==> src/rtl/hazard_ctrl.sv <==
// rtl/hazard_ctrl.sv - pipeline hazard/forwarding controller with mult/div busy FSM
// Produces forwarding selects, stall/bubble controls and a saturating stall-cycle counter.
module hazard_ctrl #(
    parameter int MUL_LAT = 4,
    parameter int DIV_LAT = 12,
    parameter int CNT_W   = 16
) (
    input  logic             clk,
    input  logic             reset,
    input  logic             id_valid_i,
    input  logic [4:0]       id_rs_i,
    input  logic [4:0]       id_rt_i,
    input  logic             id_use_rt_i,
    input  logic             id_branch_i,
    input  logic             id_md_use_i,
    input  logic             ex_valid_i,
    input  logic             ex_reg_wr_i,
    input  logic             ex_mem_to_reg_i,
    input  logic [4:0]       ex_dst_i,
    input  logic [4:0]       ex_rs_i,
    input  logic [4:0]       ex_rt_i,
    input  logic             ex_md_start_i,
    input  logic             ex_md_div_i,
    input  logic             mem_reg_wr_i,
    input  logic             mem_mem_to_reg_i,
    input  logic [4:0]       mem_dst_i,
    input  logic             wb_reg_wr_i,
    input  logic [4:0]       wb_dst_i,
    input  logic             cnt_clr_i,
    output logic             stall_if_o,
    output logic             stall_id_o,
    output logic             clr_ex_o,
    output logic [1:0]       fwd_a_ex_o,
    output logic [1:0]       fwd_b_ex_o,
    output logic             fwd_a_id_o,
    output logic             fwd_b_id_o,
    output logic             md_busy_o,
    output logic             md_done_o,
    output logic [CNT_W-1:0] stall_cnt_o
);

    localparam int MAX_LAT = (DIV_LAT > MUL_LAT) ? DIV_LAT : MUL_LAT;
    localparam int MD_W    = (MAX_LAT > 1) ? $clog2(MAX_LAT) : 1;

    typedef enum logic {IDLE, BUSY} md_state_t;

    md_state_t        state_q, state_d;
    logic [MD_W-1:0]  md_cnt_q, md_cnt_d;
    logic             md_done_q, md_done_d;
    logic [CNT_W-1:0] stall_cnt_q, stall_cnt_d;

    logic load_use, brn_haz, md_haz, stall;

    // Register 0 is hardwired zero, so it never creates a dependency.
    function automatic logic hit(input logic [4:0] dst, input logic [4:0] src);
        return (dst != 5'd0) && (dst == src);
    endfunction

    always_comb begin
        fwd_a_ex_o = 2'b00;
        fwd_b_ex_o = 2'b00;
        if (mem_reg_wr_i && hit(mem_dst_i, ex_rs_i))
            fwd_a_ex_o = 2'b10;
        else if (wb_reg_wr_i && hit(wb_dst_i, ex_rs_i))
            fwd_a_ex_o = 2'b01;
        if (mem_reg_wr_i && hit(mem_dst_i, ex_rt_i))
            fwd_b_ex_o = 2'b10;
        else if (wb_reg_wr_i && hit(wb_dst_i, ex_rt_i))
            fwd_b_ex_o = 2'b01;
    end

    // Load data is not ready in MEM, so only ALU results feed the ID compare.
    assign fwd_a_id_o = mem_reg_wr_i && !mem_mem_to_reg_i && hit(mem_dst_i, id_rs_i);
    assign fwd_b_id_o = mem_reg_wr_i && !mem_mem_to_reg_i && hit(mem_dst_i, id_rt_i);

    assign md_busy_o = (state_q == BUSY);
    assign md_done_o = md_done_q;

    always_comb begin
        load_use = ex_valid_i && ex_mem_to_reg_i &&
                   (hit(ex_dst_i, id_rs_i) || (id_use_rt_i && hit(ex_dst_i, id_rt_i)));
        brn_haz  = id_branch_i &&
                   ((ex_valid_i && ex_reg_wr_i &&
                     (hit(ex_dst_i, id_rs_i) || hit(ex_dst_i, id_rt_i))) ||
                    (mem_mem_to_reg_i &&
                     (hit(mem_dst_i, id_rs_i) || hit(mem_dst_i, id_rt_i))));
        md_haz   = id_md_use_i && (md_busy_o || ex_md_start_i);
        stall    = id_valid_i && (load_use || brn_haz || md_haz);
    end

    assign stall_if_o  = stall;
    assign stall_id_o  = stall;
    assign clr_ex_o    = stall;
    assign stall_cnt_o = stall_cnt_q;

    always_comb begin
        state_d   = state_q;
        md_cnt_d  = md_cnt_q;
        md_done_d = 1'b0;
        case (state_q)
            IDLE: begin
                if (ex_md_start_i) begin
                    state_d  = BUSY;
                    md_cnt_d = ex_md_div_i ? MD_W'(DIV_LAT - 1) : MD_W'(MUL_LAT - 1);
                end
            end
            BUSY: begin
                if (md_cnt_q == '0) begin
                    state_d   = IDLE;
                    md_done_d = 1'b1;
                end else begin
                    md_cnt_d = md_cnt_q - MD_W'(1);
                end
            end
            default: state_d = IDLE;
        endcase
    end

    always_comb begin
        stall_cnt_d = stall_cnt_q;
        if (cnt_clr_i)
            stall_cnt_d = '0;
        else if (stall_id_o && (stall_cnt_q != '1))
            stall_cnt_d = stall_cnt_q + CNT_W'(1);
    end

    always_ff @(posedge clk or negedge reset) begin
        if (!reset) begin
            state_q     <= IDLE;
            md_cnt_q    <= '0;
            md_done_q   <= 1'b0;
            stall_cnt_q <= '0;
        end else begin
            state_q     <= state_d;
            md_cnt_q    <= md_cnt_d;
            md_done_q   <= md_done_d;
            stall_cnt_q <= stall_cnt_d;
        end
    end

endmodule

==> config.mk <==
export PLATFORM = sky130hd
export DESIGN_NAME = hazard_ctrl
export DESIGN_NICKNAME = d
export VERILOG_FILES = /design/src/rtl/hazard_ctrl.sv
export SDC_FILE = /design/constraint.sdc
export NUM_CORES = 1
export LEC_CHECK = 0
export BUFFER_PORTS_ARGS = -buffer_cell sky130_fd_sc_hd__buf_2
export CAP_MARGIN = 20
export CORE_MARGIN = 2
export CORE_UTILIZATION = 25
export CTS_CLUSTER_SIZE = 28
export DETAILED_ROUTE_END_ITERATION = 8
export GPL_ROUTABILITY_DRIVEN = 0
export SYNTH_ARGS = -nofsm -noshare
export SYNTH_HDL_FRONTEND = slang
export SYNTH_SLANG_ARGS = --single-unit
==> constraint.sdc <==
create_clock -name clk -period 3.93 [get_ports clk]
set_input_delay 1.179 -clock clk [delete_from_list [all_inputs] [get_ports clk]]
set_output_delay 1.179 -clock clk [all_outputs]
set_load 0.03 [all_outputs]
======== Word level (Yosys, flattened, before mapping) ========
Cells that the tools add are included.
storage, ports and cells
  latch bits .............................. 0
  memory bits (writable) .................. 0
  memory bits (read-only) ................. 0
  memories ................................ 0
  register bits after elaboration ......... 22
  logic and storage cells ................. 72
cells by class
  mux-type cells .......................... 15
  divide/modulo/power cells ............... 0
  equal/unequal tests ..................... 11
  bitwise gates (word level) .............. 1
  shift operators ......................... 0
  order comparisons ....................... 0
  multiply operators ...................... 0
  reductions and logical operators ........ 39
  add/subtract/negate cells ............... 2
operators by type and width
  kind                                               number
  equality test 5 bit                                8
  2-to-1 mux 16 bit                                  2
  logical AND 1 bit                                  25
  adder 16 x 1 -> 16 bit (second input constant)     1
  inequality test 16 bit (second input constant)     1
  nonzero test 5 bit                                 3
  2-to-1 mux 4 bit                                   3
  one-hot mux 4 bit (2 select lines)                 1
  logical OR 1 bit                                   7
  2-to-1 mux 1 bit                                   6
  logical NOT 4 bit                                  1
  2-to-1 mux 2 bit                                   2
  inequality test 2 bit (second input constant)      2
  subtractor 4 x 1 -> 4 bit (second input constant)  1
  one-hot mux 1 bit (2 select lines)                 1
  AND reduction 2 bit                                1
  nonzero test 2 bit                                 1
  logical NOT 1 bit                                  1
  NOT 1 bit                                          1

======== Depth between registers and ports, before layout ========
  word-level depth ........................ 12
  gate-level depth with buffers ........... 10
  mapped depth without buffers ............ 7

======== Worst setup path after synthesis ========
OpenSTA, ideal clock, no wires.
  kind .................................... input to output
  start point ............................. input mem_dst_i[1]
  end point ............................... output stall_id_o
  stages .................................. 10
  path buffers ............................ 4
  data required time ...................... 2.751 ns
  arrival time ............................ 3.182 ns
  slack ................................... -0.431 ns
  cells stage by stage .................... clkbuf_1 -> xor2_1 -> nor3_1 -> nand3_1 -> a21o_1 -> o311a_1 -> buf_6 -> clkbuf_1 -> nor2b_1 -> buf_4
on the way
  word-level cells in the longest chain between the ends .. 9
  elaborated cells on any way between the ends .. 12
  those cells by class .................... 2 x eq/ne; 10 x reduce/logical
RTL lines
  element                                                    line  RTL
  start: declaration                                         26    input logic [4:0] mem_dst_i,
  equality test 5 bit or nonzero test 5 bit (tied branches)  56    return (dst != 5'd0) && (dst == src);
  logical AND 1 bit                                          56
  logical OR 1 bit (*)                                       86    (hit(mem_dst_i, id_rs_i) || hit(mem_dst_i, id_rt_i))));
  logical AND 1 bit (*)                                      85    (mem_mem_to_reg_i &&
  logical OR 1 bit (*)                                       84    (hit(ex_dst_i, id_rs_i) || hit(ex_dst_i, id_rt_i))) ||
  logical AND 1 bit (*)                                      82    brn_haz = id_branch_i &&
  logical OR 1 bit (*) (2 in series)                         88    stall = id_valid_i && (load_use || brn_haz || md_haz);
  logical AND 1 bit (*)                                      88
  end: declaration                                           31    output logic stall_id_o,
Every way passes the cells marked *; elsewhere a longest branch is shown, timed or not.

======== Worst setup path in the final report ========
  start point ............................. input id_rs_i[2]
  end point ............................... output stall_if_o
on the way
  word-level cells in the longest chain between the ends .. 9
  elaborated cells on any way between the ends .. 15
  those cells by class .................... 2 x eq/ne; 13 x reduce/logical
RTL lines
  element                                      line    RTL
  start: declaration                           11      input logic [4:0] id_rs_i,
  equality test 5 bit                          56
  logical AND 1 bit                            56
  logical OR 1 bit, on equally long branches   84, 86
  logical AND 1 bit, on equally long branches  83, 85
  logical OR 1 bit                             84
  logical AND 1 bit                            82
  logical OR 1 bit (*) (2 in series)           88
  logical AND 1 bit (*)                        88
  end: declaration                             30      output logic stall_if_o,
Marked as above.

==> impl_metrics.tcl <==
set metrics [dict create \
    run_status "complete, no violations" \
    design.core.area_mm2 0.00679 \
    insertion_delay_ns 0.26 \
    irDropWorstVdd_v 0.000118 \
    area_added_between_synthesis_and_finish_pct 29.9 \
    post_synth_inst_count 209 \
    ctsResizeCount 0 \
    syn-num-nets 261 \
    ys_ff_latch 22 \
    timing.final.crit_period_ns 3.79 \
    layout_worst_path_cycle_share_pct 96.5 \
    route.detailed.wl_per_inst_um 12.4 \
    grt_util_all_layers_pct 12.4 \
    post-place-ws_ns 0.116 \
    dominant_cells_by_area_after_synthesis "sky130_fd_sc_hd__dfrtp_1, sky130_fd_sc_hd__xor2_1, sky130_fd_sc_hd__xnor2_1, sky130_fd_sc_hd__a21oi_1, sky130_fd_sc_hd__nand3_1" \
    comb_power_share_pct 35.9 \
    die_w_um 87.9 \
    finalSetupViolCount 0 \
    synthesis.area_mm2 0.00176 \
    cts_made_buffers 3 \
    cts.clk_slew.worst_paths_ns 0.07 \
    hold_buffers 0 \
    finalSetupTns_ns 0 \
    num_vias 1751 \
    die_height_um 87.9 \
    first_pass_iteration_count_of_the_detailed_router 4 \
    tritoncts_sink_count 22 \
    rsz0062_at_grt "no" \
    finalHoldWorstSlack_ns 0.536 \
    synth_cell_types 36 \
    worst_slack_ns 0.136 \
    max-clock-path-buffers 2 \
    cell_internal_pwr_mw 0.453 \
    maxSlewViolCount 0 \
    num_antenna_cells 0 \
    cp_data_arrival_time_ns 2.62 \
    drv_cap 0 \
    antenna_found_initial 0 \
    power.leakage_nw 1.02 \
    slew-limit-headroom_pct 65.8 \
    die-area_mm2 0.00773 \
    synth_seq_area_share_pct 31.3 \
    post_cts_buffers 0 \
    tritoncts "built" \
    nNetsFinal 329 \
    hpwlAfterDp_mm 3.76 \
    syn_area_per_cell_um2 8.42 \
    wirelength_routed_mm 4.62 \
    htree_levels 1 \
    initial_utilization_pct 25.9 \
    postRouteAntennaNets 0 \
    layout.cells.most_common_list "sky130_fd_sc_hd__buf_2, sky130_fd_sc_hd__xor2_1, sky130_fd_sc_hd__dfrtp_1, sky130_fd_sc_hd__xnor2_1, sky130_fd_sc_hd__a21oi_1" \
    setup.worst_path.start_class "input pin" \
    r2r_setup_slack_ns 1.51 \
    clock_skew_ns 0.00731 \
    route.detailed.drc 0 \
    critPathRequiredTime_ns 2.75 \
    fraction_of_post_synthesis_cell_area_in_the_top_cell_type_by_area_pct 31.3 \
    clockPowerShare_pct 23.3 \
    synth.largest_area_cell "sky130_fd_sc_hd__dfrtp_1" \
    power_density_mw_per_mm2 305 \
    grt_first_pass_wirelength_mm 7.91 \
    timing.critical_path.to_type "output port" \
    most_common_library_cell_in_the_layout_ignoring_fill_and_taps "sky130_fd_sc_hd__buf_2" \
    grt_overflow_total 0 \
    seq_power_share_pct 40.9 \
    max_clock_freq_ghz 0.264 \
    finalHoldViolations 0 \
    num_rows 30 \
    yosys_warnings 0 \
    worst_hold_path_type "flop to flop" \
    post_drt_via_cell_ratio 4.71 \
    ios 77 \
    critical_path_class "input pin to output port" \
    grt_max_degree 29 \
    drt_iter0_drc 43 \
    critPathMaxFanout 3 \
    port_buffers 76 \
    first_global_vias 1696 \
    p_sw_share_pct 35.0 \
    drive_gt1_share_pct 33.0 \
    clock-root-buffer "sky130_fd_sc_hd__clkbuf_8" \
    p_switching_mw 0.245 \
    fin_util_pct 33.6 \
    slew_at_the_pin_closest_to_its_max_slew_limit_ns 0.513 \
]
==> registers in the layout, indices dropped and copies added, names as in the netlist <==
register and flops:
md_cnt_q 4, md_busy_o 1, md_done_o 1, stall_cnt_o 16
==> cell type report <==
type	instances	area (µm²)
sequential	22	551
timing repair buffer	77	388
fill	713	4510
inverter	2	7.51
tap	96	120
multi-input combinational	171	1160
clock buffer	4	55.1
==> path summary, 6_finish.rpt <==
kind                                start        endpoint  cells past startpoint
min                           md_cnt_q[1]     md_cnt_q[1]                      1
min in group asynchronous           reset  stall_cnt_o[7]                      1
max reg2reg                stall_cnt_o[7]  stall_cnt_o[8]                      7
max                            id_rs_i[2]      stall_if_o                      8
min reg2reg                   md_cnt_q[1]     md_cnt_q[1]                      1
max in group asynchronous           reset  stall_cnt_o[9]                      1
==> power by group through the flow <==
stage	clock, mW	combinational [mW]	sequential, mW
after floorplan	0	0.178	0.295
after global placement	0	0.250	0.291
after detailed placement	0	0.254	0.290
after CTS	0.170	0.254	0.286
after global routing	0.179	0.282	0.291
final	0.162	0.250	0.285
==> metrics by stage <==
step	std cells	instance area, µm²	power (mW)
6_report	372	2290	0.698
5_1_grt	372	2290	0.752
4_1_cts	372	2290	0.710
3_5_place_dp	368	2230	0.544
3_3_place_gp	368	2230	0.541
2_1_floorplan	209	1810	0.473
==> cell usage after synthesis <==
library cell               number
sky130_fd_sc_hd__xnor2_1       16
sky130_fd_sc_hd__nand4_1        4
sky130_fd_sc_hd__o21ai_0       10
sky130_fd_sc_hd__ha_1           2
sky130_fd_sc_hd__nor3_2         1
sky130_fd_sc_hd__o31ai_1        5
sky130_fd_sc_hd__and4_1         2
sky130_fd_sc_hd__inv_1          2
sky130_fd_sc_hd__buf_1          2
sky130_fd_sc_hd__nor3b_1        1
sky130_fd_sc_hd__nor3_1        13
sky130_fd_sc_hd__or3b_1         1
sky130_fd_sc_hd__or3_1          7
sky130_fd_sc_hd__nor4_1         4
sky130_fd_sc_hd__buf_4          2
sky130_fd_sc_hd__buf_2          2
sky130_fd_sc_hd__a211oi_1       1
sky130_fd_sc_hd__xor2_1        25
sky130_fd_sc_hd__mux2_2         4
sky130_fd_sc_hd__a21oi_1       15
sky130_fd_sc_hd__a22o_1         1
sky130_fd_sc_hd__and3_1         3
sky130_fd_sc_hd__buf_6          1
sky130_fd_sc_hd__a31oi_1        2
sky130_fd_sc_hd__nand4b_1       1
sky130_fd_sc_hd__clkbuf_1       7
sky130_fd_sc_hd__a21o_1         1
sky130_fd_sc_hd__nor2_1         9
sky130_fd_sc_hd__dfrtp_1       22
sky130_fd_sc_hd__nand2_1       11
sky130_fd_sc_hd__o22a_1         1
sky130_fd_sc_hd__or4_1          8
sky130_fd_sc_hd__nand3_1       14
sky130_fd_sc_hd__nor2b_1        7
sky130_fd_sc_hd__o311a_1        1
sky130_fd_sc_hd__and2_1         1
==> metal layers <==
metal | track usage [%] | vias to the layer above | share of wire [%]
met2 | 21.4 | 64 | 47
met4 | 3.36 | 0 | 0.52
met1 | 16.2 | 798 | 46
met5 | 0 | - | 0
li1 | - | 887 | -
met3 | 1.89 | 2 | 6.2
==> worst max-delay path: stages <==
cell and delay (ns):
sky130_fd_sc_hd__buf_2 0.12, sky130_fd_sc_hd__xnor2_1 0.15, sky130_fd_sc_hd__nand3_1 0.10, sky130_fd_sc_hd__nor3_2 0.16, sky130_fd_sc_hd__a31oi_1 0.11, sky130_fd_sc_hd__o311a_1 0.45
sky130_fd_sc_hd__nor2b_4 0.14, sky130_fd_sc_hd__buf_2 0.20
==> logic make-up after synthesis <==
family / share of synthesized area [%]
mux: 2.56
xor+xnor: 20.4
simple gates: 27.6
buf+inv: 4.41
fa+ha+maj: 1.42
flops: 31.3
compound gates: 12.4
Power figures use the tool's default switching activity.
